### src/rtl/pc_fetch_unit.sv
// Program-counter and fetch front end: owns pc, fetches over req/ack, holds instr, counts retires.
// Latency: 2 cycles per instruction minimum (FETCH with same-cycle ack, then one EXEC cycle).
// Backpressure: FETCH holds req/addr until ack; stall holds EXEC with no pc/instret update.
module pc_fetch_unit #(
  parameter logic [31:0] RESET_PC  = 32'h0000_0000,
  parameter logic [31:0] NOP_INSTR = 32'h0000_0013
) (
  input  logic        clk,
  input  logic        rst,
  output logic        imem_req,
  output logic [31:0] imem_addr,
  input  logic        imem_ack,
  input  logic [31:0] imem_rdata,
  output logic [31:0] instr,
  output logic        instr_valid,
  output logic [31:0] pc,
  output logic [31:0] pc_plus4,
  input  logic [1:0]  PC_Sel,
  input  logic        Jump,
  input  logic        Branch,
  input  logic        branch_taken,
  input  logic [31:0] target_pcimm,
  input  logic [31:0] target_jalr,
  input  logic        endProgram,
  input  logic        stall,
  output logic        halted,
  output logic        misaligned,
  output logic [31:0] instret
);

  typedef enum logic [1:0] {
    S_FETCH = 2'd0,
    S_EXEC  = 2'd1,
    S_HALT  = 2'd2
  } state_t;

  state_t      state_q, state_d;
  logic [31:0] pc_q, pc_d;
  logic [31:0] instr_q, instr_d;
  logic [31:0] instret_q, instret_d;
  logic        halted_q, halted_d;
  logic        misaligned_q, misaligned_d;
  logic [31:0] next_pc;

  // Outputs are pure decodes of registered state; only rst gates the request.
  assign imem_req    = (state_q == S_FETCH) && !rst;
  assign imem_addr   = pc_q;
  assign instr       = instr_q;
  assign instr_valid = (state_q == S_EXEC);
  assign pc          = pc_q;
  assign pc_plus4    = pc_q + 32'd4;
  assign halted      = halted_q;
  assign misaligned  = misaligned_q;
  assign instret     = instret_q;

  // Next-PC mux; PC_Sel=11 is the halt encoding and is handled by the FSM.
  always_comb begin
    next_pc = pc_plus4;
    case (PC_Sel)
      2'b01: begin
        if (Jump || (Branch && branch_taken)) begin
          next_pc = target_pcimm;
        end
      end
      2'b10:   next_pc = {target_jalr[31:1], 1'b0};
      default: next_pc = pc_plus4;
    endcase
  end

  // FSM next-state plus pc/instr/instret/halt-flag updates.
  always_comb begin
    state_d      = state_q;
    pc_d         = pc_q;
    instr_d      = instr_q;
    instret_d    = instret_q;
    halted_d     = halted_q;
    misaligned_d = misaligned_q;
    case (state_q)
      S_FETCH: begin
        if (imem_ack) begin
          instr_d = imem_rdata;
          state_d = S_EXEC;
        end
      end
      S_EXEC: begin
        if (!stall) begin
          if (endProgram || (PC_Sel == 2'b11)) begin
            // The halting instruction itself retires.
            state_d   = S_HALT;
            halted_d  = 1'b1;
            instret_d = instret_q + 32'd1;
          end else if (next_pc[1:0] != 2'b00) begin
            // Faulting control transfer does not retire; pc keeps the culprit.
            state_d      = S_HALT;
            halted_d     = 1'b1;
            misaligned_d = 1'b1;
          end else begin
            pc_d      = next_pc;
            instret_d = instret_q + 32'd1;
            state_d   = S_FETCH;
          end
        end
      end
      S_HALT: begin
        state_d = S_HALT;
      end
      default: begin
        state_d = S_FETCH;
      end
    endcase
  end

  // State registers with synchronous reset taking priority over everything.
  always_ff @(posedge clk) begin
    if (rst) begin
      state_q      <= S_FETCH;
      pc_q         <= RESET_PC;
      instr_q      <= NOP_INSTR;
      instret_q    <= 32'd0;
      halted_q     <= 1'b0;
      misaligned_q <= 1'b0;
    end else begin
      state_q      <= state_d;
      pc_q         <= pc_d;
      instr_q      <= instr_d;
      instret_q    <= instret_d;
      halted_q     <= halted_d;
      misaligned_q <= misaligned_d;
    end
  end

endmodule

### config.mk
export PLATFORM = sky130hd
export DESIGN_NAME = pc_fetch_unit
export DESIGN_NICKNAME = d
export VERILOG_FILES = /design/src/rtl/pc_fetch_unit.sv
export SDC_FILE = /design/constraint.sdc
export NUM_CORES = 1
export LEC_CHECK = 0
export CAP_MARGIN = 10
export CORE_UTILIZATION = 35
export CTS_BUF_LIST = sky130_fd_sc_hd__clkbuf_8
export CTS_CLUSTER_SIZE = 12
export DETAILED_ROUTE_END_ITERATION = 6
export PLACE_DENSITY_LB_ADDON = 0.1
export SYNTH_ARGS = -nofsm -noshare
export SYNTH_HDL_FRONTEND = slang
export SYNTH_SLANG_ARGS = --single-unit
### constraint.sdc
create_clock -name clk -period 4.1 [get_ports clk]
set_input_delay 0.82 -clock clk [delete_from_list [all_inputs] [get_ports clk]]
set_output_delay 0.82 -clock clk [all_outputs]
set_load 0.005 [all_outputs]
==> results of run 1 <==
==> per-stage QoR <==
stage | instance area, um2 | worst slack (ns)
3_3_place_gp | 8220 | 0.384
2_1_floorplan | 5580 | 1.45
4_1_cts | 8400 | 0.346
5_1_grt | 8400 | 0.206
3_5_place_dp | 8220 | 0.280
6_report | 8400 | 0.350
==> cell type report <==
type | count | area (um2) | share of cell area, %
Clock buffer | 9 | 124 | 1.47
Clock inverter | 6 | 65.1 | 0.774
Inverter | 27 | 101 | 1.21
Timing Repair Buffer | 284 | 2800 | 33.3
Multi-Input combinational cell | 502 | 3050 | 36.3
Tap cell | 211 | 264 | 3.14
Sequential cell | 100 | 2000 | 23.8
==> tightest hold or removal path, stage by stage, from the launching register on <==
cell	delay [ns]
dfxtp_1	0.32
inv_1	0.05
a21oi_1	0.05
==> registers in the layout (all words and copies together) (netlist names) <==
name and flops:
halted 1, misaligned 1, instr 32, imem_addr 32, state_q 2, instret 32
==> path summary, 6_finish.rpt <==
kind                start      endpoint  slack (ns)
max          imem_addr[2]  pc_plus4[30]        0.35
min                halted        halted        0.45
max reg2reg    instret[5]   instret[31]        1.32
min reg2reg        halted        halted        0.45
==> kinds of logic after synthesis <==
logic type	Yosys count
buffers and inverters	109
AND/OR/NAND/NOR	258
multiplexers	3
XOR/XNOR	33
flip-flops	100
AO/OA/AOI/OAI	203
adder cells (fa/ha/maj)	5
==> power by group through the flow <==
stage / clock network (mW) / registers [mW] / logic (mW)
finish: 0.642 / 1.02 / 0.374
global route: 0.702 / 1.02 / 0.405
CTS: 0.664 / 1.02 / 0.376
detailed placement: 0 / 1.04 / 0.374
global placement: 0 / 1.04 / 0.370
floorplan: 0 / 1.04 / 0.151
==> routing by layer <==
| layer | wire (um) | share of wire (%) | GRT usage [%] | vias up |
|---|---|---|---|---|
| li1 | - | - | - | 2994 |
| met3 | 1310 | 6.7 | 4.84 | 32 |
| met5 | 13 | 0.066 | 0 | - |
| met1 | 8070 | 41 | 27.1 | 2957 |
| met2 | 9880 | 50 | 40.6 | 231 |
| met4 | 408 | 2.1 | 9.07 | 2 |
==> cell usage in the layout, fill, tap and decap left out, drive strengths merged, types with 3 or more instances in the layout <==
cell type | netlist | final
ha | 5 | 5
a22o | 12 | 12
nor3b | 3 | 3
xnor2 | 26 | 26
clkdlybuf4s50 | 0 | 267
and4 | 6 | 6
dfxtp | 100 | 100
and3 | 6 | 6
nor4 | 6 | 6
a31oi | 5 | 5
a22oi | 12 | 12
nand3b | 5 | 5
o21a | 5 | 5
clkinv | 1 | 5
nor2b | 6 | 6
xor2 | 7 | 7
nand3 | 26 | 26
or2 | 4 | 4
a21oi | 80 | 80
a211oi | 7 | 7
nor3 | 15 | 15
clkbuf | 43 | 9
a221oi | 6 | 6
nand2 | 99 | 99
o31a | 6 | 6
o32a | 3 | 3
or4 | 20 | 20
or3 | 4 | 4
o21ai | 14 | 14
nand4 | 18 | 18
buf | 39 | 17
o31ai | 21 | 21
inv | 26 | 27
a21o | 4 | 4
o32ai | 16 | 16
nor2 | 33 | 33
==> out/qor.txt, run 1 <==
=================================================================================
Net Sw Frac                                                                 27.1%
Number of storage elements in the synthesis netlist                           100
Area of the mapped netlist                                               5580 um2
Proportion of layout cells with a drive suffix above 1                      4.31%
Number of antenna violations at the first check in global routing               1
Clock Power Share                                                           31.5%
Async set-or-reset flop fraction in the synthesized netlist                    0%
Net count, final                                                            1,035
Number of filler cells placed in the layout                                 1,475
Maximum number of pins on one net before global-route repair                   54
Final Core Density                                                          54.7%
PostCTS Resize Cnt                                                              0
Critical path arrival                                                     2.93 ns
Setup TNS                                                                    0 ns
P&R area growth vs syn                                                      50.5%
R2r worst-path depth                                                            5
Achievable Freq                                                           267 MHz
Number of logic stages on the critical path including buffering                 6
CTS tree                                                                    built
Via count of the routed design                                              6,216
Number of inserted diodes                                                       0
Fin Clk Skew                                                           0.00845 ns
WHS                                                                      0.453 ns
Critical path capture point type                                      output port
Bufs on Longest Clock Path                                                      2
Fraction of the mapped netlist area in compound gates                       24.3%
DIE WIDTH                                                                  128 um
Ordered cell list for the critical path                              ha_1 > and4_1 > nand4_1 > nor3_1 > xnor2_1 > clkdlybuf4s50_1
Count of distinct cell types in the synthesized netlist                        56
Syn. warnings                                                                   0
Transition at the pin with the smallest max-transition slack              1.20 ns
Post-CTS Setup Repair Bufs                                                      0
Top cell type's share of synthesized area                                   35.9%
Detail-routed via count per cell                                             5.46
Largest family of logic cells by synthesized area                    compound AO/OA/AOI/OAI gates
Vias in the first global route                                              5,824
Number of placement rows                                                       45
Critical Path Start Type                                                flip-flop
Tcrit/Tclk final                                                            91.5%
Count of flip-flops with a built-in enable after synthesis                      0
Largest fanout on the critical path                                             6
Router iterations before antenna repair                                         5
Area leader, netlist                                                      dfxtp_1
Global-route wire length before repair                                    29.7 mm
Port Buffers                                                                  268
Family with the most delay on the worst path                         simple AND/OR/NAND/NOR gates
Switching pwr                                                              551 uW
DRC violations left                                                             0
Sum of net half-perimeters after detailed placement                       14.8 mm
Initial core utilization                                                    36.3%
CTS Buf Count                                                                   9
Adder and majority gate portion of the synthesized area                     1.12%
Area inside the core boundary                                          15,400 um2
GPL Wtd Cong                                                                0.866
IO Pins                                                                       270
First DRT Iteration DRCs                                                      330
Count of clock tree sinks                                                     100
Leftover overflow at the end of global routing                                  0
Cell count after placement                                                  1,124
Final-report hold violation count                                               0
Worst-case vdd ir drop                                                   0.142 mV
Multiplexer fraction of the synthesized cell area                          0.583%
Comb power frac                                                             18.4%
Source-to-sink clock delay at the later pin of the worst-skew pair        0.38 ns
Total wire length                                                         19.7 mm
Cell types with the largest area share after synthesis               dfxtp_1 36%, a21oi_1 7.2%, nand2_1 6.7%, buf_4 4.6%, xnor2_1 4.1%
Total buffers and inverters traversed by the critical path                      1
Overall die area                                                       16,500 um2
Portion of the post-synthesis area used by sequential elements              35.9%
Count of hold-fix buffers inserted at cts                                       0
Outcome                                                              complete, no violations
Min cycle time layout                                                     3.75 ns
Wire length per cell                                                      17.3 um
Power after layout                                                        2.04 mW
Post-route non-filler standard cell count                                   1,139
Overall die height                                                         128 um
Cell count after synthesis                                                    711
Fin. max-slew vios                                                              0
Count of nets left with antenna violations after detail routing                 0
Simple-gate share of the synthesized area                                   23.2%
Maximum level of the CTS H-tree                                                 3
Post-Synth XOR/XNOR Area                                                    5.18%
Total track usage                                                           23.0%
Critical Path RT                                                          3.28 ns
Final Setup Violations                                                          0
Category of the most critical setup path                             flip-flop to output port
Avg Inst Size Synth                                                      7.85 um2
Hold path depth                                                                 2
Reg clk slew, reported paths                                              0.10 ns
Top-count cell post-synth                                                 dfxtp_1
Remaining max-slew budget at the tightest pin                               20.3%
Net count after synthesis                                                     822
Commonest register cell after synthesis                                   dfxtp_1
Maximum single-stage delay on the critical path                           0.55 ns
Leak                                                                      2.74 nW
Leading cell types by count after synthesis                          100 x dfxtp_1, 99 x nand2_1, 80 x a21oi_1
Power density relative to cell area                                    242 nW/um2
Int Pwr                                                                   1.48 mW
Library cell used as clock root buffer                                   clkbuf_8
Crit path max-delay cell type                                        clkdlybuf4s50_1
Count of maximum capacitance violations                                         0
Sequential share of power                                                   50.1%
RSZ-0062 raised after global routing                                           no
Worst min-delay path class                                           flip-flop to flip-flop
=================================================================================
No activity file was read; power rests on OpenSTA's default activity.
==> run 2: changes to the inputs <==
--- a/config.mk
+++ b/config.mk
@@ -10,6 +10,8 @@
 export CTS_BUF_LIST = sky130_fd_sc_hd__clkbuf_8
 export CTS_CLUSTER_SIZE = 12
 export DETAILED_ROUTE_END_ITERATION = 6
+export GPL_TIMING_DRIVEN = 0
+export MAX_ROUTING_LAYER = met4
 export PLACE_DENSITY_LB_ADDON = 0.1
 export SYNTH_ARGS = -nofsm -noshare
 export SYNTH_HDL_FRONTEND = slang
==> out/qor.txt, run 2 (synthesized netlist as in run 1, its figures left out) <==
=================================================================================
Critical path arrival                                                     3.08 ns   +0.15 ns
Final-report hold violation count                                               0   unchanged
Area inside the core boundary                                          15,400 um2   unchanged
Power density relative to cell area                                    234 nW/um2   -3.6%
Detail-routed via count per cell                                             5.31   -2.6%
Final Core Density                                                          56.7%   +2.1 points
Via count of the routed design                                              6,413   +3.2%
Initial core utilization                                                    36.3%   unchanged
Number of filler cells placed in the layout                                 1,496   +1.4%
First DRT Iteration DRCs                                                      541   +64%
Reg clk slew, reported paths                                              0.11 ns   about the same
Critical Path RT                                                          3.28 ns   about the same
Overall die height                                                         128 um   unchanged
Critical Path Start Type                                                flip-flop
Power after layout                                                        2.04 mW   about the same
Achievable Freq                                                           256 MHz   -3.9%
Count of nets left with antenna violations after detail routing                 0   unchanged
Cell count after placement                                                  1,190   +5.9%
DIE WIDTH                                                                  128 um   unchanged
Fin Clk Skew                                                            0.0118 ns   +0.00333 ns
Ordered cell list for the critical path                              ha_1 > and4_1 > and3_1 > clkbuf_1 > nand4_1 > xnor2_1 > clkdlybuf4s50_1
Post-route non-filler standard cell count                                   1,207   +6.0%
Remaining max-slew budget at the tightest pin                               38.2%   +18 points
Final Setup Violations                                                          0   unchanged
Wire length per cell                                                      17.5 um   +1.5%
Maximum single-stage delay on the critical path                           0.55 ns   about the same
PostCTS Resize Cnt                                                              0   unchanged
GPL Wtd Cong                                                                0.878   +1.4%
Count of maximum capacitance violations                                         0   unchanged
Maximum number of pins on one net before global-route repair                   19   -65%
IO Pins                                                                       270   unchanged
Multi-input gate area in the final layout                                3040 um2   -0.25%
Number of antenna violations at the first check in global routing               1   unchanged
Outcome                                                              complete, no violations
Count of clock tree sinks                                                     100   unchanged
Sum of net half-perimeters after detailed placement                       16.3 mm   +9.7%
Largest fanout on the critical path                                             6   unchanged
Total track usage                                                           26.0%   +3.0 points
Number of placement rows                                                       45   unchanged
Proportion of layout cells with a drive suffix above 1                      5.93%   +1.6 points
Transition at the pin with the smallest max-transition slack             0.919 ns   -0.277 ns
RSZ-0062 raised after global routing                                           no
Overall die area                                                       16,500 um2   unchanged
Router iterations before antenna repair                                         5   unchanged
Post-CTS Setup Repair Bufs                                                      0   unchanged
Tcrit/Tclk final                                                            95.2%   +3.7 points
Bufs on Longest Clock Path                                                      2   unchanged
Total wire length                                                         21.2 mm   +7.5%
P&R area growth vs syn                                                      56.2%
Leak                                                                      2.90 nW   +5.9%
Placement Setup Slack                                                    0.225 ns   -0.0547 ns
Port Buffers                                                                  268   unchanged
Global-route wire length before repair                                    32.4 mm   +8.9%
Fin. max-slew vios                                                              0   unchanged
Leading cell type in the layout, fill and taps excluded              clkdlybuf4s50_1
Family with the most delay on the worst path                         buffers and inverters
Setup TNS                                                                    0 ns   unchanged
Source-to-sink clock delay at the later pin of the worst-skew pair        0.39 ns   about the same
Vias in the first global route                                              5,957   +2.3%
Total buffers and inverters traversed by the critical path                      2   +1
Most frequent cells in the layout                                    268 x clkdlybuf4s50_1, 100 x dfxtp_1, 99 x nand2_1, 80 x a21oi_1, 43 x clkbuf_1
Sequential cell area                                                     2000 um2   unchanged
CTS tree                                                                    built
Worst min-delay path class                                           flip-flop to flip-flop
Setup WS post-layout                                                     0.197 ns   -0.153 ns
DRC violations left                                                             0   unchanged
CTS Buf Count                                                                   9   unchanged
Library cell used as clock root buffer                                   clkbuf_8
Critical path capture point type                                      output port
Leftover overflow at the end of global routing                                  0   unchanged
Category of the most critical setup path                             flip-flop to output port
Worst-case vdd ir drop                                                   0.142 mV   -0.18%
Net count, final                                                            1,101   +6.4%
Crit path max-delay cell type                                        clkdlybuf4s50_1
Min cycle time layout                                                     3.90 ns   +0.153 ns
Count of hold-fix buffers inserted at cts                                       0   unchanged
Maximum level of the CTS H-tree                                                 3   unchanged
=================================================================================
## run 2: per-stage QoR
step,cell area (um2),hold WS [ns]
6_report,8720,0.451
5_1_grt,8720,0.478
4_1_cts,8720,0.454
3_5_place_dp,8530,0.438
3_3_place_gp,8530,0.434
2_1_floorplan,5580,0.442
## run 2: routing by layer
layer	global-route usage (%)	routed length, um	vias up
li1	-	-	3124
met1	31.9	9010	3022
met2	43.1	10400	243
met3	4.92	1430	24
met4	7.68	303	0
met5	-	0	-
## run 2: final cells by class
cell class              count  share of cell area (%)
plain buffers              82                    5.05
clock inverters             7                   0.732
flip-flops and latches    100                    23.0
well taps                 211                    3.03
multi-input cells         502                    34.9
inverters                  27                    1.16
clock buffers               9                    1.42
diodes                      1                  0.0287
repair buffers            268                    30.8
## run 2: tightest hold or removal path, cell delays in order, from the launching register on
cell and delay, ns:
dfxtp_1 0.32, inv_1 0.05, a21oi_1 0.05
## run 2: worst paths after layout
path | slack, ns | from | cells past startpoint | to
worst max-delay path | 0.20 | imem_addr[2] | 7 | pc_plus4[26]
worst min-delay path | 0.45 | halted | 2 | halted
worst max register to register | 1.48 | instret[5] | 6 | instret[31]
worst min register to register | 0.45 | halted | 2 | halted
## run 2: report_power, final
| group | internal [mW] | total (mW) | leakage, nW | switching [mW] |
|---|---|---|---|---|
| combinational | 0.208 | 0.392 | 2.00 | 0.184 |
| sequential | 0.999 | 1.02 | 0.812 | 0.0207 |
| clock | 0.231 | 0.625 | 0.0919 | 0.394 |
| total | 1.44 | 2.04 | 2.90 | 0.598 |
==> run 3: changes to the inputs <==
--- a/config.mk
+++ b/config.mk
@@ -6,7 +6,9 @@
 export NUM_CORES = 1
 export LEC_CHECK = 0
 export CAP_MARGIN = 10
-export CORE_UTILIZATION = 35
+export CELL_PAD_IN_SITES_DETAIL_PLACEMENT = 1
+export CELL_PAD_IN_SITES_GLOBAL_PLACEMENT = 1
+export CORE_UTILIZATION = 32
 export CTS_BUF_LIST = sky130_fd_sc_hd__clkbuf_8
 export CTS_CLUSTER_SIZE = 12
 export DETAILED_ROUTE_END_ITERATION = 6
==> out/qor.txt, run 3 (synthesized netlist as in run 1, its figures left out) <==
=================================================================================
Final Setup Violations                                                          0   unchanged
Wire length per cell                                                      19.1 um   +9.0%
Overall die area                                                       18,000 um2   +9.2%
WHS                                                                      0.460 ns   +0.00834 ns
Proportion of layout cells with a drive suffix above 1                      6.13%   +0.20 points
Final-report hold violation count                                               0   unchanged
Worst-case vdd ir drop                                                   0.126 mV   -11%
Achievable Freq                                                           258 MHz   +0.82%
Category of the most critical setup path                             flip-flop to output port
CTS Buf Count                                                                   9   unchanged
DRC violations left                                                             0   unchanged
Total track usage                                                           26.3%   +0.36 points
Initial core utilization                                                    33.2%   -3.1 points
Outcome                                                              complete, no violations
Total wire length                                                         23.2 mm   +9.7%
Vias in the first global route                                              6,426   +7.9%
Leading cell type in the layout, fill and taps excluded              clkdlybuf4s50_1
Largest fanout on the critical path                                             6   unchanged
Most frequent cells in the layout                                    268 x clkdlybuf4s50_1, 100 x dfxtp_1, 99 x nand2_1, 80 x a21oi_1, 42 x clkbuf_1
Bufs on Longest Clock Path                                                      2   unchanged
IO Pins                                                                       270   unchanged
Leftover overflow at the end of global routing                                  0   unchanged
Port Buffers                                                                  268   unchanged
First DRT Iteration DRCs                                                      346   -36%
Critical Path RT                                                          3.28 ns   about the same
GPL Wtd Cong                                                                0.812   -7.6%
Library cell used as clock root buffer                                   clkbuf_8
Reg clk slew, reported paths                                              0.11 ns   about the same
Setup TNS                                                                    0 ns   unchanged
Detail-routed via count per cell                                             5.35   +0.69%
Count of hold-fix buffers inserted at cts                                       0   unchanged
Count of maximum capacitance violations                                         0   unchanged
Maximum level of the CTS H-tree                                                 3   unchanged
Number of antenna violations at the first check in global routing               0   -1
Fin Clk Skew                                                            0.0122 ns   +0.000395 ns
Source-to-sink clock delay at the later pin of the worst-skew pair        0.39 ns   about the same
Maximum number of pins on one net before global-route repair                   19   unchanged
Leak                                                                      2.93 nW   +0.85%
Number of inserted diodes                                                       0   -1
Critical path arrival                                                     3.05 ns   -0.03 ns
Router iterations before antenna repair                                         5   unchanged
Count of clock tree sinks                                                     100   unchanged
Power after layout                                                        2.05 mW   +0.64%
Transition at the pin with the smallest max-transition slack             0.870 ns   -0.0492 ns
Global-route wire length before repair                                    35.8 mm   +10%
CTS tree                                                                    built
Number of placement rows                                                       47   +4.4%
Area inside the core boundary                                          16,800 um2   +9.4%
Overall die height                                                         134 um   +4.5%
Worst min-delay path class                                           flip-flop to flip-flop
Critical path capture point type                                      output port
Via count of the routed design                                              6,500   +1.4%
Tcrit/Tclk final                                                            94.4%   -0.78 points
Min cycle time layout                                                     3.87 ns   -0.0319 ns
Count of nets left with antenna violations after detail routing                 0   unchanged
Remaining max-slew budget at the tightest pin                               42.0%   +3.8 points
RSZ-0062 raised after global routing                                           no
Power density relative to cell area                                    235 nW/um2   +0.46%
P&R area growth vs syn                                                      56.5%
DIE WIDTH                                                                  134 um   +4.5%
Sum of net half-perimeters after detailed placement                       18.0 mm   +11%
Critical Path Start Type                                                flip-flop
Net count, final                                                            1,101   unchanged
Fin. max-slew vios                                                              0   unchanged
=================================================================================
==> run 3: layout make-up <==
| cell class | count | area (um2) |
|---|---|---|
| Fill cell | 2062 | 8080 |
| Tap cell | 220 | 275 |
| Multi-Input combinational cell | 502 | 3050 |
| Buffer | 82 | 442 |
| Sequential cell | 100 | 2000 |
| Clock inverter | 7 | 61.3 |
| Timing Repair Buffer | 268 | 2680 |
| Inverter | 27 | 101 |
| Clock buffer | 9 | 124 |
==> run 3: repair_timing <==
action / in CTS / in global routing
gates resized for setup: 0 / 4
buffers inserted: 0 / 0
endpoints found under the setup margin: 0 / 8
==> run 3: stage by stage <==
stage | setup slack, ns | utilization (%) | cells | cell area [um2]
floorplan | 1.45 | - | 711 | 5580
global placement | 0.0730 | 50.8 | 1199 | 8540
detailed placement | 0.0199 | 50.8 | 1199 | 8540
CTS | 0.00593 | 51.9 | 1215 | 8730
global route | 0.0618 | 51.9 | 1215 | 8740
finish | 0.229 | 51.9 | 1215 | 8740
==> run 3: worst paths after layout <==
kind                                    from           end  slack [ns]  cells past startpoint
worst min-delay path                instr[9]      instr[9]        0.46                      2
worst min register to register      instr[9]      instr[9]        0.46                      2
worst max register to register    instret[5]   instret[31]        1.48                      6
worst max-delay path            imem_addr[2]  pc_plus4[28]        0.23                      6
==> run 3: power by group <==
| part | switching [mW] | internal (mW) | total (mW) | leakage [nW] |
|---|---|---|---|---|
| sequential | 0.0212 | 0.999 | 1.02 | 0.812 |
| combinational | 0.189 | 0.208 | 0.397 | 2.02 |
| clock | 0.401 | 0.231 | 0.632 | 0.0967 |
==> run 3: per-layer routing <==
layer,up-vias,global-route usage [%],part of all wire (%),wire (um)
met1,3149,31.5,43,9950
met4,0,7.55,1.9,433
li1,3129,-,-,-
met5,-,-,0,0
met2,197,45.3,50,11600
met3,25,4.57,5.3,1230
==> run 3: worst max-delay path, stage by stage (launching register included) <==
cell and delay (ns):
dfxtp_1 0.52, ha_1 0.33, and4_1 0.37, nand4_1 0.27
nor3_1 0.45, xnor2_1 0.17, clkdlybuf4s50_1 0.56
